[src/rtl/calc_pkg.sv]
// Shared definitions for the sequential sign-magnitude calculator:
// operation encodings on the 'sel' input and the controller state type.
package calc_pkg;

  localparam logic [1:0] OP_ADD = 2'b00;
  localparam logic [1:0] OP_SUB = 2'b01;
  localparam logic [1:0] OP_MUL = 2'b10;
  localparam logic [1:0] OP_DIV = 2'b11;

  typedef enum logic [2:0] {
    S_IDLE   = 3'd0,
    S_ADDSUB = 3'd1,
    S_MUL    = 3'd2,
    S_DIV    = 3'd3,
    S_FIN    = 3'd4
  } state_t;

endpackage

[src/rtl/sm_addsub.sv]
// Combinational sign-magnitude adder.
// Ports:
//   sign_a, a : first operand (sign 1 = negative, WIDTH-bit magnitude)
//   sign_b, b : second operand (caller inverts sign_b for subtraction)
//   sign, mag : result; a zero magnitude always carries sign 0
//   ovf       : magnitude carry-out (only possible when signs agree)
module sm_addsub #(
  parameter int WIDTH = 8
) (
  input  logic             sign_a,
  input  logic [WIDTH-1:0] a,
  input  logic             sign_b,
  input  logic [WIDTH-1:0] b,
  output logic             sign,
  output logic [WIDTH-1:0] mag,
  output logic             ovf
);

  logic [WIDTH:0] sum;
  logic           sign_raw;

  always_comb begin
    sum      = {1'b0, a} + {1'b0, b};
    sign_raw = sign_a;
    mag      = '0;
    ovf      = 1'b0;
    if (sign_a == sign_b) begin
      mag      = sum[WIDTH-1:0];
      ovf      = sum[WIDTH];
      sign_raw = sign_a;
    end else if (a >= b) begin
      // larger magnitude wins the sign; a == b yields zero
      mag      = a - b;
      sign_raw = sign_a;
    end else begin
      mag      = b - a;
      sign_raw = sign_b;
    end
  end

  // never emit negative zero (also covers an overflowed sum truncating to 0)
  assign sign = sign_raw & (|mag);

endmodule

[src/rtl/seq_sm_calculator.sv]
// Sequential sign-magnitude calculator: add/sub in one step, multiply by
// iterative shift-add, divide by iterative restoring division.
// Ports:
//   clk, rst_n          : clock (rising edge), async active-low reset
//   start, sel          : request and op (00 add, 01 sub, 10 mul, 11 div)
//   signA, A, signB, B  : sign-magnitude operands
//   busy                : operation in progress
//   done                : one-cycle pulse, results valid until next accept
//   signQ, Q            : result / quotient
//   signR, R            : remainder (divide only, else 0)
//   ovf, dbz            : magnitude overflow, divide by zero
module seq_sm_calculator
  import calc_pkg::*;
#(
  parameter  int WIDTH = 8,
  localparam int CNT_W = $clog2(WIDTH + 1)
) (
  input  logic             clk,
  input  logic             rst_n,
  input  logic             start,
  input  logic [1:0]       sel,
  input  logic             signA,
  input  logic [WIDTH-1:0] A,
  input  logic             signB,
  input  logic [WIDTH-1:0] B,
  output logic             busy,
  output logic             done,
  output logic             signQ,
  output logic [WIDTH-1:0] Q,
  output logic             signR,
  output logic [WIDTH-1:0] R,
  output logic             ovf,
  output logic             dbz
);

  localparam logic [CNT_W-1:0] LAST = CNT_W'(WIDTH);

  state_t             state, state_nxt;
  logic [1:0]         sel_r;
  logic               sign_a_r, sign_b_r;
  logic [WIDTH-1:0]   a_r, b_r;
  logic [CNT_W-1:0]   cnt;
  logic               dbz_pend;
  logic [2*WIDTH-1:0] prod;
  logic [WIDTH-1:0]   rem, quo;

  // a start is only taken once the previous done pulse has gone
  logic accept;
  assign accept = (state == S_IDLE) && start && !done;
  assign busy   = (state != S_IDLE) && (state != S_FIN);

  // ---------------- add/sub ----------------
  logic             as_sign, as_ovf;
  logic [WIDTH-1:0] as_mag;

  sm_addsub #(.WIDTH(WIDTH)) u_addsub (
    .sign_a (sign_a_r),
    .a      (a_r),
    .sign_b (sign_b_r ^ (sel_r == OP_SUB)),
    .b      (b_r),
    .sign   (as_sign),
    .mag    (as_mag),
    .ovf    (as_ovf)
  );

  // ---------------- shift-add multiply step ----------------
  // prod starts as {0, B}; each step adds A into the high half when the
  // current low bit is set, then shifts the whole register right by one.
  logic [WIDTH:0]     mul_sum;
  logic [2*WIDTH-1:0] mul_next;

  always_comb begin
    mul_sum  = {1'b0, prod[2*WIDTH-1:WIDTH]} + (prod[0] ? {1'b0, a_r} : '0);
    mul_next = {mul_sum, prod[WIDTH-1:1]};
  end

  // ---------------- restoring divide step ----------------
  // rem stays below B, so WIDTH bits suffice; the shifted partial
  // remainder needs one extra bit and the trial one more for the borrow.
  logic [WIDTH:0]   div_shift;
  logic [WIDTH+1:0] div_diff;
  logic [WIDTH-1:0] rem_next, quo_next;

  always_comb begin
    div_shift = {rem, quo[WIDTH-1]};
    div_diff  = {1'b0, div_shift} - {2'b00, b_r};
    if (!div_diff[WIDTH+1]) begin
      rem_next = div_diff[WIDTH-1:0];
      quo_next = {quo[WIDTH-2:0], 1'b1};
    end else begin
      rem_next = div_shift[WIDTH-1:0];
      quo_next = {quo[WIDTH-2:0], 1'b0};
    end
  end

  // ---------------- controller ----------------
  always_ff @(posedge clk or negedge rst_n) begin
    if (!rst_n) state <= S_IDLE;
    else        state <= state_nxt;
  end

  always_comb begin
    state_nxt = state;
    case (state)
      S_IDLE: begin
        if (accept) begin
          if (sel == OP_DIV && B == '0) state_nxt = S_FIN;
          else if (sel == OP_MUL)       state_nxt = S_MUL;
          else if (sel == OP_DIV)       state_nxt = S_DIV;
          else                          state_nxt = S_ADDSUB;
        end
      end
      S_ADDSUB: state_nxt = S_FIN;
      // one extra cycle after the last step before handing over to FIN
      S_MUL, S_DIV: if (cnt == LAST) state_nxt = S_FIN;
      S_FIN:    state_nxt = S_IDLE;
      default:  state_nxt = S_IDLE;
    endcase
  end

  // ---------------- datapath and result registers ----------------
  always_ff @(posedge clk or negedge rst_n) begin
    if (!rst_n) begin
      sel_r    <= '0;
      sign_a_r <= 1'b0;
      sign_b_r <= 1'b0;
      a_r      <= '0;
      b_r      <= '0;
      cnt      <= '0;
      dbz_pend <= 1'b0;
      prod     <= '0;
      rem      <= '0;
      quo      <= '0;
      done     <= 1'b0;
      signQ    <= 1'b0;
      Q        <= '0;
      signR    <= 1'b0;
      R        <= '0;
      ovf      <= 1'b0;
      dbz      <= 1'b0;
    end else begin
      done <= (state == S_FIN);
      case (state)
        S_IDLE: begin
          if (accept) begin
            sel_r    <= sel;
            sign_a_r <= signA;
            sign_b_r <= signB;
            a_r      <= A;
            b_r      <= B;
            cnt      <= '0;
            dbz_pend <= (sel == OP_DIV) && (B == '0);
            prod     <= {{WIDTH{1'b0}}, B};
            rem      <= '0;
            quo      <= A;
            ovf      <= 1'b0;
            dbz      <= 1'b0;
          end
        end
        S_MUL: begin
          if (cnt != LAST) begin
            prod <= mul_next;
            cnt  <= cnt + 1'b1;
          end
        end
        S_DIV: begin
          if (cnt != LAST) begin
            rem <= rem_next;
            quo <= quo_next;
            cnt <= cnt + 1'b1;
          end
        end
        S_FIN: begin
          signR <= 1'b0;
          R     <= '0;
          ovf   <= 1'b0;
          dbz   <= 1'b0;
          if (dbz_pend) begin
            signQ <= 1'b0;
            Q     <= '0;
            dbz   <= 1'b1;
          end else begin
            case (sel_r)
              OP_MUL: begin
                Q     <= prod[WIDTH-1:0];
                ovf   <= |prod[2*WIDTH-1:WIDTH];
                signQ <= (sign_a_r ^ sign_b_r) & (|prod[WIDTH-1:0]);
              end
              OP_DIV: begin
                Q     <= quo;
                signQ <= (sign_a_r ^ sign_b_r) & (|quo);
                R     <= rem;
                signR <= sign_a_r & (|rem);
              end
              default: begin
                Q     <= as_mag;
                signQ <= as_sign;
                ovf   <= as_ovf;
              end
            endcase
          end
        end
        default: ;
      endcase
    end
  end

endmodule

[config.mk]
export PLATFORM = sky130hd
export DESIGN_NAME = seq_sm_calculator
export DESIGN_NICKNAME = d
export VERILOG_FILES = /design/src/rtl/calc_pkg.sv /design/src/rtl/sm_addsub.sv /design/src/rtl/seq_sm_calculator.sv
export SDC_FILE = /design/constraint.sdc
export NUM_CORES = 1
export LEC_CHECK = 0
export ABC_AREA = 1
export BUFFER_PORTS_ARGS = -buffer_cell sky130_fd_sc_hd__buf_2
export CAP_MARGIN = 20
export CORE_ASPECT_RATIO = 0.6
export CORE_UTILIZATION = 58
export DETAILED_ROUTE_END_ITERATION = 8
export GPL_TIMING_DRIVEN = 0
export PLACE_DENSITY = 0.78
export SLEW_MARGIN = 30
export SYNTH_ARGS = -nofsm -noshare
export SYNTH_HDL_FRONTEND = slang
export SYNTH_SLANG_ARGS = --single-unit
[constraint.sdc]
create_clock -name clk -period 3.7 [get_ports clk]
set_input_delay 0.185 -clock clk [delete_from_list [all_inputs] [get_ports clk]]
set_output_delay 0.185 -clock clk [all_outputs]
set_load 0.02 [all_outputs]
# Word level (Yosys, flattened, before mapping)
# Index checks and enable logic that the tools add are counted.
totals:
  mem_bits_rw: 0
  rom_bits: 0
  register_bits: 81
  output_inout_bits: 22
  in_bits: 23
  latchBits: 0
  word_cells: 113
  mem_count: 0
classes:
  bitwise: 6
  multipliers: 0
  mux: 40
  magnitude_cmp: 1
  eq_ne: 18
  add_sub_neg: 6
  shift: 0
  div_mod_pow: 0
  reduce_logical: 24
ops:
  columns: ["operator", "count"]
  rows:
  - ["8-bit 2-to-1 mux", 11]
  - ["8-bit case mux with 2 select lines", 3]
  - ["8-bit OR reduction", 5]
  - ["16-bit 2-to-1 mux", 2]
  - ["16-bit case mux with 2 select lines", 1]
  - ["8-bit by 8-bit adder with 9-bit output", 2]
  - ["8-bit subtractor", 2]
  - ["1-bit 2-to-1 mux", 10]
  - ["9-bit by 8-bit subtractor with 10-bit output", 1]
  - ["3-bit 2-to-1 mux", 3]
  - ["3-bit case mux with 3 select lines", 1]
  - ["3-bit AND reduction", 3]
  - ["2-bit == test, second input constant", 4]
  - ["8-bit greater-or-equal comparator", 1]
  - ["8-bit logical NOT", 1]
  - ["4-bit 2-to-1 mux", 2]
  - ["1-bit case mux with 2 select lines", 4]
  - ["4-bit case mux with 2 select lines", 1]
  - ["2-bit nonzero test", 4]
  - ["3-bit by 2-bit == test with 1-bit output, second input constant", 2]
  - ["2-bit != test, second input constant", 3]
  - ["2-bit AND reduction", 3]
  - ["4-bit by 1-bit adder with 4-bit output, second input constant", 1]
  - ["1-bit AND", 4]
  - ["other kinds (15)", 21]

# Logic depth before layout (Yosys ltp)
# Gate-level depths: netlist of run 1.
logic_depth:
  ltp_word: 8
  mapped_depth: 19
  ltp_nobuf: 19

# Modules after synthesis
# Synthesis of run 1 repeated with hierarchy kept, for this count alone.
unflattened:
  hier_cells: 850
  hier_area_um2: 5982.0
modules_own_cells:
  columns: ["mod", "n_inst", "cells_each", "seq_area_each_um2", "area_per_inst_um2"]
  rows:
  - ["seq_sm_calculator", 1, 596, 2026.9, 4550.6]
  - ["sm_addsub", 1, 254, 0.0, 1431.4]

# Worst setup path before layout of run 1
# Ideal clock, no wire load.
synth_path:
  kind: "register to register"
  startpoint: "register a_r[0]"
  endpoint: "register signQ"
  stages_incl_launch_ff: 19
  required_time_ps: 3584
  arrival_ps: 2034
  setup_ps: 116
  n_path_buf: 0
  setup_slack_ps: 1550
  period_less_slack_ps: 2150
  path_cell_list: "dfrtp_1 > inv_1 > ha_1 > inv_1 > fa_1 > nand2_1 > nand2_1 > nand3_1 > nand3_2 > nand2_1 > nand2_1 > nand2_1 > nand2_1 > nor2_1 > nand3_1 > nand2_1 > nand2_1 > nand2_1 > nand2_1"
synth_between:
  elab_chain_cells: 7
  elab_cells_between_ends: 12
  classes_between: "3 x add/sub; 1 x order compare; 6 x mux; 1 x bitwise; 1 x reduce/logical"
synth_rtl:
  columns: ["element", "line", "text"]
  rows:
  - ["start, declared", "seq_sm_calculator.sv:41", "logic [WIDTH-1:0] a_r, b_r;"]
  - ["start signal, assigned", "seq_sm_calculator.sv:127", "a_r <= '0;"]
  - ["start signal, assigned", "seq_sm_calculator.sv:149", "a_r <= A;"]
  - ["8-bit subtractor, or another cell as far along", "sm_addsub.sv:36", "mag = b - a;"]
  - ["8-bit 2-to-1 mux", "sm_addsub.sv:31", "end else if (a >= b) begin"]
  - ["8-bit 2-to-1 mux", "sm_addsub.sv:27", "if (sign_a == sign_b) begin"]
  - ["8-bit OR reduction", "sm_addsub.sv:42", "assign sign = sign_raw & (|mag);"]
  - ["1-bit AND (*)", "sm_addsub.sv:42", null]
  - ["1-bit case mux with 2 select lines (*)", "seq_sm_calculator.sv:183", "case (sel_r)"]
  - ["1-bit 2-to-1 mux (*)", "seq_sm_calculator.sv:178", "if (dbz_pend) begin"]
  - ["end signal, assigned", "seq_sm_calculator.sv:187", "signQ <= (sign_a_r ^ sign_b_r) & (|prod[WIDTH-1:0]);"]
  - ["end signal, assigned", "seq_sm_calculator.sv:191", "signQ <= (sign_a_r ^ sign_b_r) & (|quo);"]
  - ["end signal, assigned", "seq_sm_calculator.sv:197", "signQ <= as_sign;"]
  - ["end, declared", "seq_sm_calculator.sv:28", "output logic signQ,"]
# Mark *: on every way between the ends. The rest lies on a longest branch, timed or not.
# A chain may end at the register's enable or synchronous reset.

# Worst setup path after layout of run 1
layout_path:
  startpoint: "register a_r[6]"
  endpoint: "register signQ"
# The elaborated chain is that of the path after synthesis.

==> results of run 1 <==
## logic make-up after synthesis
logic type      after synthesis  synth area share [%]
compound gates              135                 13.88
xor+xnor                     17                 2.664
fa+ha+maj                    46                 10.97
buf+inv                     141                 9.940
flops                        81                 36.27
simple gates                340                 26.28
## synth_stat cells, types with 2 or more instances
master	count	area [sq um]
a21oi_1	31	155.2
a22oi_1	3	22.52
a32o_1	3	30.03
buf_2	6	30.03
buf_6	2	22.52
clkbuf_1	9	33.78
dfrtp_1	81	2027
fa_1	5	100.1
ha_1	41	513.0
inv_1	110	412.9
inv_2	12	45.04
nand2_1	221	829.6
nand2_2	2	12.51
nand3_1	53	265.3
nand3_2	3	30.03
nand4_1	6	37.54
nor2_1	31	116.4
nor2_2	5	31.28
nor2_4	2	22.52
nor3_1	2	10.01
nor3_4	2	32.53
nor4_1	8	50.05
o211ai_1	11	82.58
o21ai_0	61	305.3
o21ai_1	9	45.04
o22ai_1	8	50.05
or2_1	2	12.51
or2_2	3	18.77
xnor2_1	6	52.55
xor2_1	11	96.34
## state kept, by name, indices dropped and copies added, names as in the netlist
name	flops
b_r	8
signR	1
R	8
a_r	8
cnt	4
signQ	1
sign_a_r	1
prod	16
ovf	1
quo	8
dbz	1
sign_b_r	1
done	1
dbz_pend	1
Q	8
sel_r	2
rem	8
state	3
## power by group through the flow
stage / combinational (mW) / sequential [mW] / clock, mW
after floorplan: 3.02 / 1.52 / 0
after global placement: 4.03 / 1.53 / 0
after detailed placement: 4.16 / 1.55 / 0
after CTS: 4.20 / 1.54 / 0.916
after global routing: 4.78 / 1.58 / 0.957
final: 4.29 / 1.56 / 0.916
## layout make-up
| type | instances | area share, % |
|---|---|---|
| Tap cell | 130 | 2.574 |
| Multi-Input combinational cell | 538 | 47.58 |
| Timing Repair Buffer | 46 | 4.178 |
| Clock inverter | 7 | 1.228 |
| Inverter | 123 | 7.307 |
| Buffer | 18 | 1.485 |
| Clock buffer | 9 | 3.564 |
| Sequential cell | 81 | 32.08 |
## placed cells by master, fill, tap and decap left out, types with 5 or more instances in the layout
cell       count
nor2_1        31
xor2_1        11
fa_1           5
o21ai_1        9
buf_2         49
o22ai_1        8
clkbuf_1       9
xnor2_1        6
nand4_1        6
nand2_1      221
nand3_1       53
o21ai_0       61
nor2_2         5
dfrtp_1       81
o211ai_1      11
nor4_1         8
clkbuf_16      9
inv_1        110
ha_1          41
inv_2         12
a21oi_1       31
## metal layers
| metal | GRT usage (%) | vias up | share of wire (%) |
|---|---|---|---|
| met5 | 0 | - | 0 |
| met4 | 6.941 | 0 | 1.1 |
| met3 | 8.657 | 25 | 11 |
| met2 | 48.54 | 290 | 42 |
| met1 | 51.75 | 2580 | 46 |
| li1 | - | 2559 | - |
## tightest hold or removal path, cell delays in order
cell and delay, ns:
buf_2 0.08, nand2_1 0.04, nand2_1 0.05
## worst paths after layout
kind,slack [ns],cells after the start,to
worst max-delay path,0.92,17,signQ
worst min-delay path,0.04,3,sign_b_r
max in group asynchronous,2.92,3,Q[4]
min in group asynchronous,0.21,2,rem[1]
worst min register to register,0.48,2,Q[2]
worst max register to register,0.92,17,signQ
==> impl_metrics.json, run 1 <==
{
  "cpMostUsedCell": "nand2_1",
  "antennaDiodeCount": 0,
  "hold_violations": 0,
  "layout.nets": 886,
  "synth_edf_count": 0,
  "final_max_slew_viol_count": 0,
  "startpoint_type": "flip-flop",
  "drt_iter0_drc": 706,
  "final_util_pct": 68.26,
  "combPwrFrac_pct": 63.4,
  "ant_nets": 0,
  "regArea_sq_mm": 0.002027,
  "status": "complete, no violations",
  "drive_gt1_share_pct": 12.41,
  "die_area_sq_mm": 0.01005,
  "ys_types": 41,
  "path_class": "flip-flop to flip-flop",
  "cts.sinks": 81,
  "placedCellCount": 935,
  "cpMaxStageDelayCell": "dfrtp_1",
  "track_usage_pct": 34.00,
  "insertion_delay_ns": 0.34,
  "cts_tree": "done",
  "cts_hold_buf": 1,
  "rsz0062_at_grt": "no",
  "cp_top_family": "simple AND/OR/NAND/NOR gates",
  "p_total_mw": 6.766,
  "p_sw_mw": 3.595,
  "grt_max_degree": 72,
  "io_buffers": 44,
  "syn_to_final_growth_pct": 13.05,
  "via_per_inst": 5.729,
  "grt_antenna_before_repair": 0,
  "cp_num_buf_inv": 3,
  "grt_pass1_vias": 4935,
  "fill_cells": 823,
  "cts-resized-gates": 0,
  "achievable-frequency_mhz": 360.1,
  "routed_wl_mm": 16.10,
  "post-route-min-period_ns": 2.777,
  "drt_pass1_iterations": 6,
  "r2r-start": "a_r[6]",
  "clk_pin_slew_ns": 0.07,
  "p_clk_share_pct": 13.5,
  "cp_cell_sequence": "inv_1, ha_1, buf_6, nand2_2, inv_1, a21oi_2, nand3_2, nand2_1, nand2_1, nand2_1, nand2_1, nor2_1, nand3_1, nand2_1, nand2_1, nand2_1, nand2_1",
  "vias": 5454,
  "pin_count": 45,
  "htreeDepth": 3,
  "arrival_ns": 3.01,
  "tns_ns": 0,
  "routabilityCongestion": 1.000,
  "die_y_microns": 78.04,
  "p_leak_nw": 3.390,
  "grt_overflow": 0,
  "sw_frac_of_total_pct": 53.14,
  "slew_headroom_pct": 60.44,
  "worstPathRequired_ns": 3.93,
  "cts-buffers-inserted": 9,
  "synthesis.nets": 829,
  "cp-end-kind": "flip-flop",
  "final_cells": 952,
  "start_util_pct": 60.38,
  "cpPeakStageDelay_ns": 0.43,
  "timing.hold.ws_ns": 0.04181,
  "clockBufferDepth": 2,
  "post-route-period-util_pct": 75.05,
  "num_rows": 27,
  "drv_cap": 0,
  "multi_input_area_sq_mm": 0.003007,
  "drc_errors": 0,
  "dpl_worst_slack_ns": 0.9895,
  "vdd_ir_drop_max_mv": 0.4735,
  "wl_per_cell_microns": 16.92,
  "worstMarginPinSlew_ns": 0.5934,
  "syn_inst": 760,
  "netlist_area_sq_mm": 0.005589,
  "ys_warn_count": 0,
  "cts_setup_buffers": 0,
  "synth-seq-area-share_pct": 36.27,
  "setup_slack_ns": 0.9233,
  "synthFlopType": "dfrtp_1",
  "hpwl_mm": 12.56,
  "hold_path_class": "input port to flip-flop",
  "die_w_microns": 128.7,
  "power.internal_mw": 3.171,
  "final_cell_area_sq_mm": 0.006319,
  "power_frac_seq_pct": 23.0,
  "min_from": "signB",
  "grt_pass1_wl_mm": 25.75,
  "p_per_area_mw_per_mm2": 1071,
  "clockRootBuffer": "clkbuf_16",
  "crit_fanout": 9,
  "cp-startpoint": "a_r[6]",
  "synth-async-reset-ratio_pct": 100.0,
  "avgSynthCellArea_sq_um": 7.354,
  "ys_ff_latch": 81,
  "finClkSkew_ns": 0.007952,
  "core-area_sq_mm": 0.009256,
  "final-setup-viol-count": 0,
  "dpl-instance-area_sq_mm": 0.006006
}
(Power assumes the default switching activity.)
==> run 2: changes to the inputs <==
clock period = 2.8 ns   (was 3.7 ns; I/O delays follow)
==> run 2 against run 1 <==
  * Largest power group unchanged
  * Critical path type unchanged
  * Non-clock buffer count rose by 1
  * The flow now finishes with violations (negative hold slack)
  * Highest routed layer unchanged
  * Cell count rose by 0.11%
  * Clock skew fell by 0.0012 ns
  * Sequential power rose by 32%
  * Core utilization rose by 0.39 points
  * Cell area rose by 0.57%
==> impl_metrics.json, run 2 (synthesized netlist as in run 1, its figures left out) <==
{
  "status": "finished, violations left",
  "violations": "negative hold slack",
  "syn_to_final_growth_pct": 13.70,
  "cp_top_family": "simple AND/OR/NAND/NOR gates",
  "final_max_slew_viol_count": 0,
  "cts-buffers-inserted": 9,
  "hold_path_class": "input port to flip-flop",
  "antennaDiodeCount": 0,
  "cts_tree": "done",
  "layout.nets": 887,
  "cp_cell_sequence": "inv_1, ha_1, inv_1, fa_1, nand2_1, nand2_1, nand3_2, nand3_4, nand2_1, nand2_1, nand2_1, nand2_1, nor2_1, nand3_1, nand2_1, nand2_1, nand2_1, nand2_1",
  "via_per_inst": 5.700,
  "ant_nets": 0,
  "wl_per_cell_microns": 16.87,
  "cpPeakStageDelay_ns": 0.46,
  "cts.sinks": 81,
  "track_usage_pct": 34.00,
  "post-route-min-period_ns": 2.617,
  "setup_slack_ns": 0.1826,
  "finClkSkew_ns": 0.006755,
  "post-route-period-util_pct": 93.48,
  "drt_iter0_drc": 711,
  "grt_pass1_wl_mm": 25.75,
  "grt_pass1_vias": 4936,
  "io_buffers": 44,
  "drc_errors": 0,
  "fill_cells": 818,
  "cts_setup_buffers": 0,
  "grt_max_degree": 72,
  "core-area_sq_mm": 0.009256,
  "num_rows": 27,
  "die_area_sq_mm": 0.01005,
  "startpoint_type": "flip-flop",
  "final-setup-viol-count": 0,
  "cp_num_buf_inv": 2,
  "vias": 5432,
  "achievable-frequency_mhz": 382.1,
  "p_leak_nw": 3.398,
  "r2r_setup_slack_ns": 0.18,
  "arrival_ns": 2.85,
  "routabilityCongestion": 1.000,
  "grt_antenna_before_repair": 0,
  "sw_frac_of_total_pct": 53.18,
  "final_common_cell": "nand2_1",
  "tns_ns": 0,
  "max_flop_register": "prod",
  "cpMaxStageDelayCell": "dfrtp_2",
  "path_class": "flip-flop to flip-flop",
  "cp_num_cells": 18,
  "crit_fanout": 9,
  "pin_count": 45,
  "hpwl_mm": 12.56,
  "p_sw_mw": 4.789,
  "p_clk_share_pct": 13.5,
  "dpl_worst_slack_ns": 0.08946,
  "drt_pass1_iterations": 6,
  "routed_wl_mm": 16.07,
  "cp-end-kind": "flip-flop",
  "clk_pin_slew_ns": 0.07,
  "power.internal_mw": 4.216,
  "insertion_delay_ns": 0.34,
  "start_util_pct": 60.38,
  "p_per_area_mw_per_mm2": 1417,
  "die_y_microns": 78.04,
  "cpMostUsedCell": "nand2_1",
  "slew_headroom_pct": 60.69,
  "worstRegToRegCells": 18,
  "rsz0062_at_grt": "no",
  "hold_violations": 1,
  "drv_cap": 0,
  "clockRootBuffer": "clkbuf_16",
  "die_w_microns": 128.7,
  "htreeDepth": 3,
  "timing.hold.ws_ns": -0.001904,
  "largest_reg_flops": 16,
  "clockBufferDepth": 2,
  "worstPathRequired_ns": 3.03,
  "power_frac_seq_pct": 22.9,
  "vdd_ir_drop_max_mv": 0.6260,
  "final_cell_mix": "nand2_1, inv_1, dfrtp_1, o21ai_0, nand3_1",
  "drive_gt1_share_pct": 12.64,
  "min_path_cells": 3,
  "worstMarginPinSlew_ns": 0.5897,
  "combPwrFrac_pct": 63.6,
  "grt_overflow": 0
}
-- run 2: cell type report --
cell class                 instances  area (sq um)  share of cell area, %
timing repair buffer              47         274.0                  4.312
buffer                            18         93.84                  1.477
clock inverter                     7         77.57                  1.221
multi-input combinational        538          3032                  47.71
inverter                         123         461.7                  7.265
tap                              130         162.7                  2.560
clock buffer                       9         225.2                  3.544
sequential                        81          2028                  31.92
-- run 2: worst paths after layout --
kind	start	to
min in group asynchronous	rst_n	rem[1]
worst min register to register	Q[2]	Q[2]
worst max register to register	a_r[0]	signQ
worst max-delay path	a_r[0]	signQ
max in group asynchronous	rst_n	R[5]
worst min-delay path	signA	sign_a_r
-- run 2: tightest hold or removal path: cells and delay by family --
family        cells  cell delay, ns
buf+inv           1            0.07
simple gates      2            0.09
-- run 2: power by group through the flow --
stage / registers [mW] / clock network (mW) / logic [mW]
3_3_place_gp: 2.03 / 0 / 5.32
4_1_cts: 2.03 / 1.21 / 5.55
6_report: 2.06 / 1.22 / 5.73
5_1_grt: 2.09 / 1.26 / 6.38
3_5_place_dp: 2.05 / 0 / 5.49
2_1_floorplan: 2.01 / 0 / 3.99
-- run 2: repair_timing --
item                       4_1_cts  5_1_grt
hold buffers                     2        0
gates resized for setup          0        5
setup endpoints to repair        0        1
hold endpoints to repair        82        0
-- run 2: per-stage QoR --
| step | std cells | hold WS, ns | utilization, % | power [mW] | area (sq um) |
|---|---|---|---|---|---|
| after floorplan | 760 | -0.1556 | - | 6.004 | 5589 |
| after global placement | 934 | 0.3419 | 64.52 | 7.352 | 5972 |
| after detailed placement | 935 | -0.03946 | 64.88 | 7.543 | 6006 |
| after CTS | 953 | 0.002249 | 68.37 | 8.791 | 6329 |
| after global routing | 953 | 0.00008932 | 68.65 | 9.734 | 6355 |
| final | 953 | -0.001904 | 68.65 | 9.004 | 6355 |
-- run 2: per-layer routing --
metal | global-route usage [%] | vias up | part of all wire [%]
li1 | - | 2566 | -
met1 | 51.75 | 2561 | 46
met2 | 48.54 | 282 | 42
met3 | 8.657 | 23 | 11
met4 | 6.941 | 0 | 1.4
met5 | 0 | - | 0
==> run 3: changes to the inputs <==
BUFFER_PORTS_ARGS = -buffer_cell sky130_fd_sc_hd__clkbuf_2   (was -buffer_cell sky130_fd_sc_hd__buf_2)
==> run 3 against run 2 <==
  * The run now ends clean
  * Sequential share of layout area down 0.21 points
  * Wire length increased by 1.7%
  * Global-route usage is 0.74 points higher
  * Combinational power rose by 1%
  * Critical path type unchanged
==> impl_metrics.json, run 3 (synthesized netlist as in run 1, its figures left out) <==
{
  "min_from": "signB",
  "clk_pin_slew_ns": 0.06,
  "hold_violations": 0,
  "placedCellCount": 935,
  "worstMarginPinSlew_ns": 0.5740,
  "drive_gt1_share_pct": 12.52,
  "grt_max_degree": 82,
  "cp-end-kind": "flip-flop",
  "grt_overflow": 0,
  "start_util_pct": 60.38,
  "insertion_delay_ns": 0.35,
  "io_buffers": 44,
  "htreeDepth": 3,
  "r2r-start": "a_r[0]",
  "fill_cells": 794,
  "final-setup-viol-count": 0,
  "startpoint_type": "flip-flop",
  "die_area_sq_mm": 0.01005,
  "finClkSkew_ns": 0.008937,
  "wl_met1_mm": 7.376,
  "drc_errors": 0,
  "layout.nets": 887,
  "multi_input_area_sq_mm": 0.003032,
  "pin_count": 45,
  "grt_antenna_before_repair": 0,
  "antennaDiodeCount": 0,
  "largest_reg_flops": 16,
  "slew_headroom_pct": 61.73,
  "clockRootBuffer": "clkbuf_16",
  "grt_pass1_wl_mm": 26.30,
  "hold_path_class": "input port to flip-flop",
  "regArea_sq_mm": 0.002028,
  "routed_wl_mm": 16.35,
  "final_cells": 953,
  "final_util_pct": 69.11,
  "routed.top_layer": "met4",
  "final_max_slew_viol_count": 0,
  "cts-buffers-inserted": 9,
  "grt_pass1_vias": 5247,
  "crit_fanout": 8,
  "cts.sinks": 81,
  "routabilityCongestion": 1.003,
  "die_w_microns": 128.7,
  "drv_cap": 0,
  "worstPathRequired_ns": 3.03,
  "max_flop_register": "prod",
  "path_class": "flip-flop to flip-flop",
  "ant_nets": 0,
  "status": "complete, no violations",
  "final_cell_mix": "nand2_1, inv_1, dfrtp_1, o21ai_0, nand3_1",
  "wl_met3_mm": 1.826,
  "p_leak_nw": 3.411,
  "p_per_area_mw_per_mm2": 1444,
  "wl_per_cell_microns": 17.15,
  "core-area_sq_mm": 0.009256,
  "wl_met2_mm": 6.907,
  "syn_to_final_growth_pct": 14.46,
  "vdd_ir_drop_max_mv": 0.5830,
  "cts_tree": "done",
  "post-route-min-period_ns": 2.602,
  "achievable-frequency_mhz": 384.3,
  "hpwl_mm": 12.63,
  "vias": 5469,
  "via_per_inst": 5.739,
  "arrival_ns": 2.83,
  "drt_iter0_drc": 691,
  "die_y_microns": 78.04,
  "num_rows": 27,
  "cp-startpoint": "a_r[0]",
  "clockBufferDepth": 2,
  "track_usage_pct": 34.74,
  "post-route-period-util_pct": 92.92,
  "drt_pass1_iterations": 5,
  "final_common_cell": "nand2_1"
}
[run 3: path summary, 6_finish.rpt]
check	slack [ns]	to	depth (start not counted)
max reg2reg	0.20	signQ	18
max	0.20	signQ	18
min	0.007	sign_b_r	3
max in group asynchronous	2.07	prod[15]	3
min reg2reg	0.48	R[1]	2
min in group asynchronous	0.37	a_r[1]	3
[run 3: cell type report]
cell class | instances | share of cell area, %
Buffer | 18 | 1.467
Inverter | 123 | 7.217
Clock inverter | 4 | 1.545
Sequential cell | 81 | 31.70
Timing Repair Buffer | 47 | 4.283
Clock buffer | 12 | 3.853
Tap cell | 130 | 2.543
Multi-Input combinational cell | 538 | 47.39
[run 3: repair_timing]
action | CTS | global route
setup buffers | 0 | 1
hold endpoints to repair | 81 | 0
endpoints found under the setup margin | 0 | 3
gates resized for setup | 0 | 5
hold buffers | 1 | 0
[run 3: where the power goes]
| part | switching, mW | leakage, nW | internal (mW) | total (mW) |
|---|---|---|---|---|
| Clock | 0.486 | 0.167 | 0.900 | 1.39 |
| Sequential | 0.446 | 1.05 | 1.62 | 2.06 |
| Combinational | 3.87 | 2.19 | 1.92 | 5.79 |
| Total | 4.80 | 3.41 | 4.43 | 9.24 |
[run 3: worst max-delay path: stages, from the launching register on]
cell     delay [ns]
dfrtp_2        0.45
inv_1          0.11
ha_1           0.15
inv_1          0.09
fa_1           0.42
nand2_1        0.08
nand2_1        0.12
nand3_2        0.13
nand3_4        0.14
nand2_1        0.11
nand2_1        0.07
nand2_1        0.08
nand2_1        0.10
nor2_1         0.11
nand3_1        0.09
nand2_1        0.06
nand2_1        0.04
nand2_1        0.08
nand2_1        0.06
[run 3: routing by layer]
layer	up-vias	track usage, %
met5	-	1.604
met2	296	51.41
met1	2578	48.88
li1	2565	-
met3	30	11.66
met4	0	8.353
[run 3: per-stage QoR]
stage	TNS, ns	power [mW]	area, sq um	hold WS, ns	setup slack (ns)
3_3_place_gp	0	7.350	5972	0.3424	0.1361
6_report	0	9.238	6397	0.006517	0.1982
4_1_cts	0	8.984	6364	0.01103	0.04659
2_1_floorplan	0	6.004	5589	-0.1556	0.6498
3_5_place_dp	0	7.565	6008	0.1977	0.05323
5_1_grt	-0.001037	10.00	6397	0.009823	-0.001037
